<file path="config.mk">
export PLATFORM = sky130hd
export DESIGN_NAME = sync_req_arbiter
export DESIGN_NICKNAME = d
export VERILOG_FILES = /design/src/rtl/sync_req_arbiter.sv
export SDC_FILE = /design/constraint.sdc
export NUM_CORES = 1
export LEC_CHECK = 0
export CORE_ASPECT_RATIO = 1.4
export CORE_UTILIZATION = 45
export DETAILED_ROUTE_END_ITERATION = 7
export PLACE_DENSITY_LB_ADDON = 0.12
export SYNTH_ARGS = -nofsm -noshare
export SYNTH_HDL_FRONTEND = slang
export SYNTH_SLANG_ARGS = --single-unit
</file>
<file path="constraint.sdc">
create_clock -name clk -period 3.4 [get_ports clk]
set_input_delay 0.51 -clock clk [delete_from_list [all_inputs] [get_ports clk]]
set_output_delay 0.51 -clock clk [all_outputs]
set_load 0.02 [all_outputs]
</file>
<file path="src/rtl/sync_req_arbiter.sv">
`default_nettype none
// ============================================================================
// sync_req_arbiter : round-robin arbiter for async active-low requests with
//                    2-flop synchronizers, grant/done handshake and watchdog.
// Revision: 1.0
// ============================================================================
module sync_req_arbiter #(
  parameter int NUM_REQ  = 4,
  parameter int HOLD_MAX = 15,
  parameter int ID_W     = $clog2(NUM_REQ)
) (
  input  logic               clk,
  input  logic               n_rst,
  input  logic [NUM_REQ-1:0] async_req_n,
  input  logic               done,
  output logic [NUM_REQ-1:0] grant,
  output logic [ID_W-1:0]    grant_id,
  output logic               busy,
  output logic               timeout
);

  typedef enum logic [1:0] {
    ST_IDLE    = 2'd0,
    ST_GRANT   = 2'd1,
    ST_RELEASE = 2'd2
  } state_t;

  localparam logic [7:0]         C_CNT_LAST = 8'(HOLD_MAX - 1);
  localparam logic [NUM_REQ-1:0] C_ONE      = {{(NUM_REQ-1){1'b0}}, 1'b1};
  localparam logic [ID_W-1:0]    C_LAST_RST = ID_W'(NUM_REQ - 1);

  state_t             state_q;
  logic [NUM_REQ-1:0] s1_q;
  logic [NUM_REQ-1:0] s2_q;
  logic [ID_W-1:0]    last_q;
  logic [7:0]         cnt_q;
  logic [NUM_REQ-1:0] grant_q;
  logic [ID_W-1:0]    grant_id_q;
  logic               busy_q;
  logic               timeout_q;

  logic               pick_valid_d;
  logic [ID_W-1:0]    pick_idx_d;
  logic [ID_W-1:0]    cand_d;
  logic               exit_done_d;
  logic               exit_wdraw_d;
  logic               exit_wdog_d;
  logic               exit_d;
  logic               tmo_only_d;

  // Scan downward so the candidate nearest to last+1 is written last and wins.
  always_comb begin
    pick_valid_d = 1'b0;
    pick_idx_d   = '0;
    cand_d       = '0;
    for (int k = NUM_REQ; k >= 1; k--) begin
      cand_d = ID_W'((int'(last_q) + k) % NUM_REQ);
      if (!s2_q[cand_d]) begin
        pick_valid_d = 1'b1;
        pick_idx_d   = cand_d;
      end
    end
  end

  always_comb begin
    exit_done_d  = done;
    exit_wdraw_d = s2_q[grant_id_q];
    exit_wdog_d  = (cnt_q == C_CNT_LAST);
    exit_d       = exit_done_d | exit_wdraw_d | exit_wdog_d;
    tmo_only_d   = exit_wdog_d & ~exit_done_d & ~exit_wdraw_d;
  end

  always_ff @(posedge clk) begin
    if (n_rst) begin
      state_q    <= ST_IDLE;
      s1_q       <= '1;
      s2_q       <= '1;
      last_q     <= C_LAST_RST;
      cnt_q      <= '0;
      grant_q    <= '0;
      grant_id_q <= '0;
      busy_q     <= 1'b0;
      timeout_q  <= 1'b0;
    end else begin
      s1_q      <= async_req_n;
      s2_q      <= s1_q;
      timeout_q <= 1'b0;
      case (state_q)
        ST_IDLE: begin
          if (pick_valid_d) begin
            grant_q    <= C_ONE << pick_idx_d;
            grant_id_q <= pick_idx_d;
            busy_q     <= 1'b1;
            cnt_q      <= '0;
            state_q    <= ST_GRANT;
          end
        end
        ST_GRANT: begin
          cnt_q <= cnt_q + 8'd1;
          if (exit_d) begin
            grant_q   <= '0;
            busy_q    <= 1'b0;
            timeout_q <= tmo_only_d;
            state_q   <= ST_RELEASE;
          end
        end
        ST_RELEASE: begin
          last_q  <= grant_id_q;
          state_q <= ST_IDLE;
        end
        default: begin
          grant_q <= '0;
          busy_q  <= 1'b0;
          state_q <= ST_IDLE;
        end
      endcase
    end
  end

  assign grant    = grant_q;
  assign grant_id = grant_id_q;
  assign busy     = busy_q;
  assign timeout  = timeout_q;

endmodule
`default_nettype wire

</file>
==> results_dict.tcl, run 1 <==
set metrics [dict create \
    status "completed" \
    routed_via_density 5.668 \
    seq_area_frac_synth_pct 43.50 \
    netlist_instances 135 \
    final_max_slew_viol_count 0 \
    grt_pass1_wl_um 4133 \
    fin_tns_setup_ns 0 \
    area_growth_pct 16.12 \
    drive_gt1_share_pct 15.54 \
    antenna_found_initial 0 \
    hold_path_class "reg2reg" \
    gr-total-overflow 0 \
    maxClockFrequency_mhz 493.2 \
    fin_skew_ns 0.008287 \
    syn_area_per_cell_um2 9.546 \
    die_width_um 47.23 \
    power.total_w 0.0006728 \
    numClockSinks 28 \
    end_kind "flip-flop" \
    whs_ns 0.4260 \
    remaining_drc_errors 0 \
    hpwl_um 1897 \
    fin_crit_sh_pct 59.63 \
    yosys_warnings 0 \
    cp_max_fo 11 \
    post-route-min-period_ns 2.027 \
    final_cell_mix "dfxtp_1, clkdlybuf4s50_1, nand2_1" \
    relSlewSlack_pct 50.08 \
    antenna-diode-count 0 \
    ys_top_cells_by_area "dfxtp_1, or2_2, nand2_1" \
    yosysTopAreaCell "dfxtp_1" \
    max_cap_violations 0 \
    dr.pass1.iters 4 \
    criticalPathCategory "reg2reg" \
    required_ns 3.64 \
    tightest_slew_ns 0.7455 \
    p_leak_nw 0.5509 \
    wl_per_cell_um 14.21 \
    dieArea_um2 3085 \
    io_pins 15 \
    cp.arrival_ns 2.26 \
    hold_viol 0 \
    synth_ff_type "dfxtp_1" \
    grt.total_usage_pct 18.53 \
    regArea_um2 560.5 \
    setup.reg_to_reg.worst_slack_ns 1.37 \
    coreArea_um2 2670 \
    netlist_area_um2 1289 \
    cts_root_buf "clkbuf_4" \
    ctsHtreeMaxLevel 1 \
    grt_start_max_net_pins 26 \
    fillers 263 \
    die_h_um 65.32 \
    clk_pin_slew_ns 0.15 \
    drt-total-wl_um 2615 \
    grt_pass1_vias 945 \
    synth_edf_count 0 \
    cts_setup_buffers 0 \
    rows 22 \
    cts_buffers 3 \
    portBuffers 14 \
    hold_buffers 0 \
    setup_viol 0 \
    fin_nets 158 \
    syn_nets 144 \
    multi_input_area_um2 675.6 \
    cts_tree "built" \
    synth.distinct_cells 46 \
    dr_total_vias 1043 \
    clockBufferDepth 2 \
    worstSkewPairLatency_ns 0.32 \
    drt_iter0_markers 23 \
    power_density_nw_per_um2 449.6 \
    drtAntennaViolNets 0 \
    start_kind "flip-flop" \
    synth_top_area_share_pct 43.50 \
    finalWeightedCongestion 0.8052 \
    final_common_cell "dfxtp_1" \
    rsz0062_at_grt "false" \
    ctsResizeCount 0 \
    start_util_pct 48.27 \
    ir_drop_uv 309.3 \
    synth_async_sr_flop_share_pct 0 \
    ys_ff_latch 28 \
]
==> routing by layer <==
metal | global-route usage, % | share of wire [%] | wire length [um]
met2 | 34.59 | 56 | 1474
met4 | 6.429 | 0.65 | 17
met3 | 1.648 | 2.1 | 55
met1 | 20.24 | 41 | 1067
met5 | 0 | 0 | 0
==> per-stage QoR <==
step	util, %	instances	area [um^2]	worst slack, ns
after CTS	56.05	184	1496	1.366
after floorplan	-	135	1289	1.877
after global routing	56.05	184	1496	1.182
after detailed placement	54.08	180	1444	1.346
after global placement	54.08	180	1444	1.391
final	56.05	184	1496	1.373
==> layout make-up <==
type / count / area share (%)
Clock buffer: 3 / 1.505
Clock inverter: 1 / 2.007
Inverter: 4 / 1.003
Multi-Input combinational cell: 97 / 45.15
Sequential cell: 28 / 37.46
Tap cell: 36 / 3.010
Timing Repair Buffer: 15 / 9.866
==> registers in the layout, indices dropped and copies added, names as in the netlist <==
signal	flops
busy	1
cnt_q	8
grant	4
grant_id	2
last_q	2
s1_q	4
s2_q	4
state_q	2
timeout	1
==> where the power goes <==
part	total (W)	switching, W	internal [W]
sequential	0.000363	0.0000189	0.000344
clock	0.000214	0.0000951	0.000119
combinational	0.0000956	0.0000500	0.0000456
==> cell families after synthesis <==
| logic type | Yosys count | share of synthesized area (%) |
|---|---|---|
| buffers and inverters | 10 | 4.077 |
| and+or+nand+nor | 60 | 28.64 |
| AOI/OAI and AO/OA | 26 | 15.44 |
| muxes | 3 | 2.330 |
| xor gates and xnor gates | 6 | 4.078 |
| DFF | 28 | 43.50 |
| adders and majority gates | 2 | 1.941 |
==> worst paths after layout <==
kind / to / cells after the start / startpoint
hold / removal: s2_q[1] / 1 / s1_q[1]
setup reg to reg: grant[1] / 4 / s2_q[3]
setup / recovery: grant[1] / 4 / s2_q[3]
hold reg to reg: s2_q[1] / 1 / s1_q[1]
==> critical path, cell delays in order (launching register included) <==
cell,delay (ns)
dfxtp_1,0.42
nand4_2,0.23
nor3b_2,0.67
o211ai_1,0.31
o32ai_1,0.32
==> synth_stat cells (2+ instances only) <==
library cell  count
clkbuf_1          2
o32ai_1           4
xor2_1            5
nand3_1           2
inv_1             3
o21ai_0           4
nor3b_2           2
o211ai_1          2
ha_1              2
o21a_1            2
or2_2             8
dfxtp_1          28
nor3_1            6
and3_1            3
buf_4             2
nand2b_1          2
nand2_1          12
o2111ai_1         4
nor2_1            9
mux2i_1           3
nor2b_1           5
Note: power is estimated with default switching activity, not from simulation.
==> run 2: changes to the inputs <==
Clock period 3.4 ns to 1.6 ns, I/O delays scaled along.
==> results_dict.tcl, run 2 (same netlist as run 1, synthesis figures left out) <==
set metrics [dict create \
    cp_max_fo 5 \
    gr-total-overflow 0 \
    hold_start "s1_q[1]" \
    dp.cells 185 \
    start_util_pct 48.27 \
    power_density_nw_per_um2 918.1 \
    setup.reg_to_reg.worst_slack_ns 0.05 \
    ctsHtreeMaxLevel 1 \
    setup_ws_ns 0.04719 \
    cts_tree "built" \
    maxClockFrequency_mhz 644.0 \
    drt-total-wl_um 2606 \
    fin_crit_sh_pct 97.05 \
    worstHoldPathCells 1 \
    status "completed" \
    p_leak_nw 0.6111 \
    path_cells "inv_1 -> ha_1 -> or4b_4 -> nor3_4 -> o32a_4 -> o32ai_1" \
    fin_skew_ns 0.008650 \
    io_pins 15 \
    crit_family "simple AND/OR/NAND/NOR gates" \
    cp.depth 6 \
    drive_gt1_share_pct 18.95 \
    antenna_found_initial 0 \
    fin_nets 163 \
    drt_iter0_markers 10 \
    relSlewSlack_pct 71.34 \
    antenna-diode-count 0 \
    ir_drop_uv 792.0 \
    area_growth_pct 21.65 \
    r2r_end "grant[2]" \
    whs_ns 0.4313 \
    numClockSinks 28 \
    die_width_um 47.23 \
    final_cell_mix "dfxtp_1, nand2_1, clkdlybuf4s50_1" \
    dr_total_vias 1031 \
    post-route-min-period_ns 1.553 \
    hpwl_um 1924 \
    required_ns 1.83 \
    power.total_w 0.001439 \
    die_h_um 65.32 \
    hold_viol 0 \
    cpPeakStageDelay_ns 0.47 \
    routed_via_density 5.455 \
    final_common_cell "dfxtp_1" \
    coreArea_um2 2670 \
    clk_pin_slew_ns 0.15 \
    final_max_slew_viol_count 0 \
    grt_pass1_vias 1058 \
    wl_per_cell_um 13.79 \
    crit_buf_inv 1 \
    worst-r2r-cell-count 6 \
    hold_path_class "reg2reg" \
    cts_root_buf "clkbuf_4" \
    largest-register "cnt_q" \
    end_kind "flip-flop" \
    cts_buffers 3 \
    criticalPathCategory "reg2reg" \
    startpoint "cnt_q[0]" \
    drtAntennaViolNets 0 \
    finalWeightedCongestion 0.8092 \
    remaining_drc_errors 0 \
    grt_pass1_wl_um 4547 \
    dr.pass1.iters 4 \
    grt_start_max_net_pins 25 \
    worstReg2RegStart "cnt_q[0]" \
    cp.arrival_ns 1.78 \
    max_cap_violations 0 \
    final_cells 189 \
    grt.total_usage_pct 20.04 \
    worstSkewPairLatency_ns 0.32 \
    largest_register_ffs 8 \
    clockBufferDepth 2 \
    start_kind "flip-flop" \
    rows 22 \
    portBuffers 14 \
    dp_slack_ns -0.1047 \
    setup_viol 0 \
    dieArea_um2 3085 \
    cp_slowest_cell "or4b_4" \
    worstSetupEndpoint "grant[2]" \
    rsz0062_at_grt "true" \
    tightest_slew_ns 0.4294 \
]
==> run 2: final cells by class <==
cell class	instances	area (um^2)
Sequential cell	28	560.5
Tap cell	36	45.04
Clock inverter	1	30.03
Clock buffer	3	22.52
Timing Repair Buffer	20	197.7
Fill cell	254	1102
Multi-Input combinational cell	97	696.9
Inverter	4	15.01
==> run 2: how the worst min path moves through the flow <==
| stage | end | slack [ns] |
|---|---|---|
| final | s2_q[1] | 0.43 |
| after global routing | s2_q[1] | 0.45 |
| after CTS | s2_q[1] | 0.44 |
| after detailed placement | s2_q[1] | 0.40 |
| after global placement | s2_q[3] | 0.40 |
| after floorplan | s1_q[0] | 0.34 |
==> run 2: report_power, final <==
group | switching (W) | internal [W]
logic | 0.000112 | 0.000111
clock network | 0.000195 | 0.000253
registers | 0.0000372 | 0.000731
==> run 2: timing repair <==
item                                    4_1_cts  5_1_grt
endpoints found under the setup margin        8        7
setup buffers                                 0        0
hold buffers                                  0        0
resized for setup                             5        1
pin swaps                                     1        0
==> run 2: worst register-to-register path: cells and delay by family (launching register included) <==
kind / cells / cell delay (ns)
buf+inv: 1 / 0.05
simple gates: 2 / 0.65
flops: 1 / 0.34
compound gates: 2 / 0.29
fa+ha+maj: 1 / 0.13
==> run 2: per-stage QoR <==
step           TNS, ns  area [um^2]  utilization, %
6_report             0         1568           58.72
5_1_grt        -0.1702         1568           58.72
4_1_cts              0         1565           58.62
3_5_place_dp   -0.5378         1494           55.95
3_3_place_gp   -0.3791         1494           55.95
2_1_floorplan        0         1289               -
==> run 2: routing by layer <==
metal | GRT usage, % | vias to the layer above | routed length [um] | part of all wire, %
met5 | 0 | - | 0 | 0
met4 | 6.429 | 0 | 23 | 0.88
met3 | 2.473 | 2 | 39 | 1.5
met2 | 36.99 | 10 | 1473 | 57
met1 | 22.15 | 495 | 1071 | 41
li1 | - | 524 | - | -
==> run 3: changes to the inputs <==
Settings changed: ABC_CLOCK_PERIOD_IN_PS from default to 1600, CAP_MARGIN from default to 30.
==> results of run 3 <==
Same layout as run 2: the final DEF is identical, and so are final timing and power.
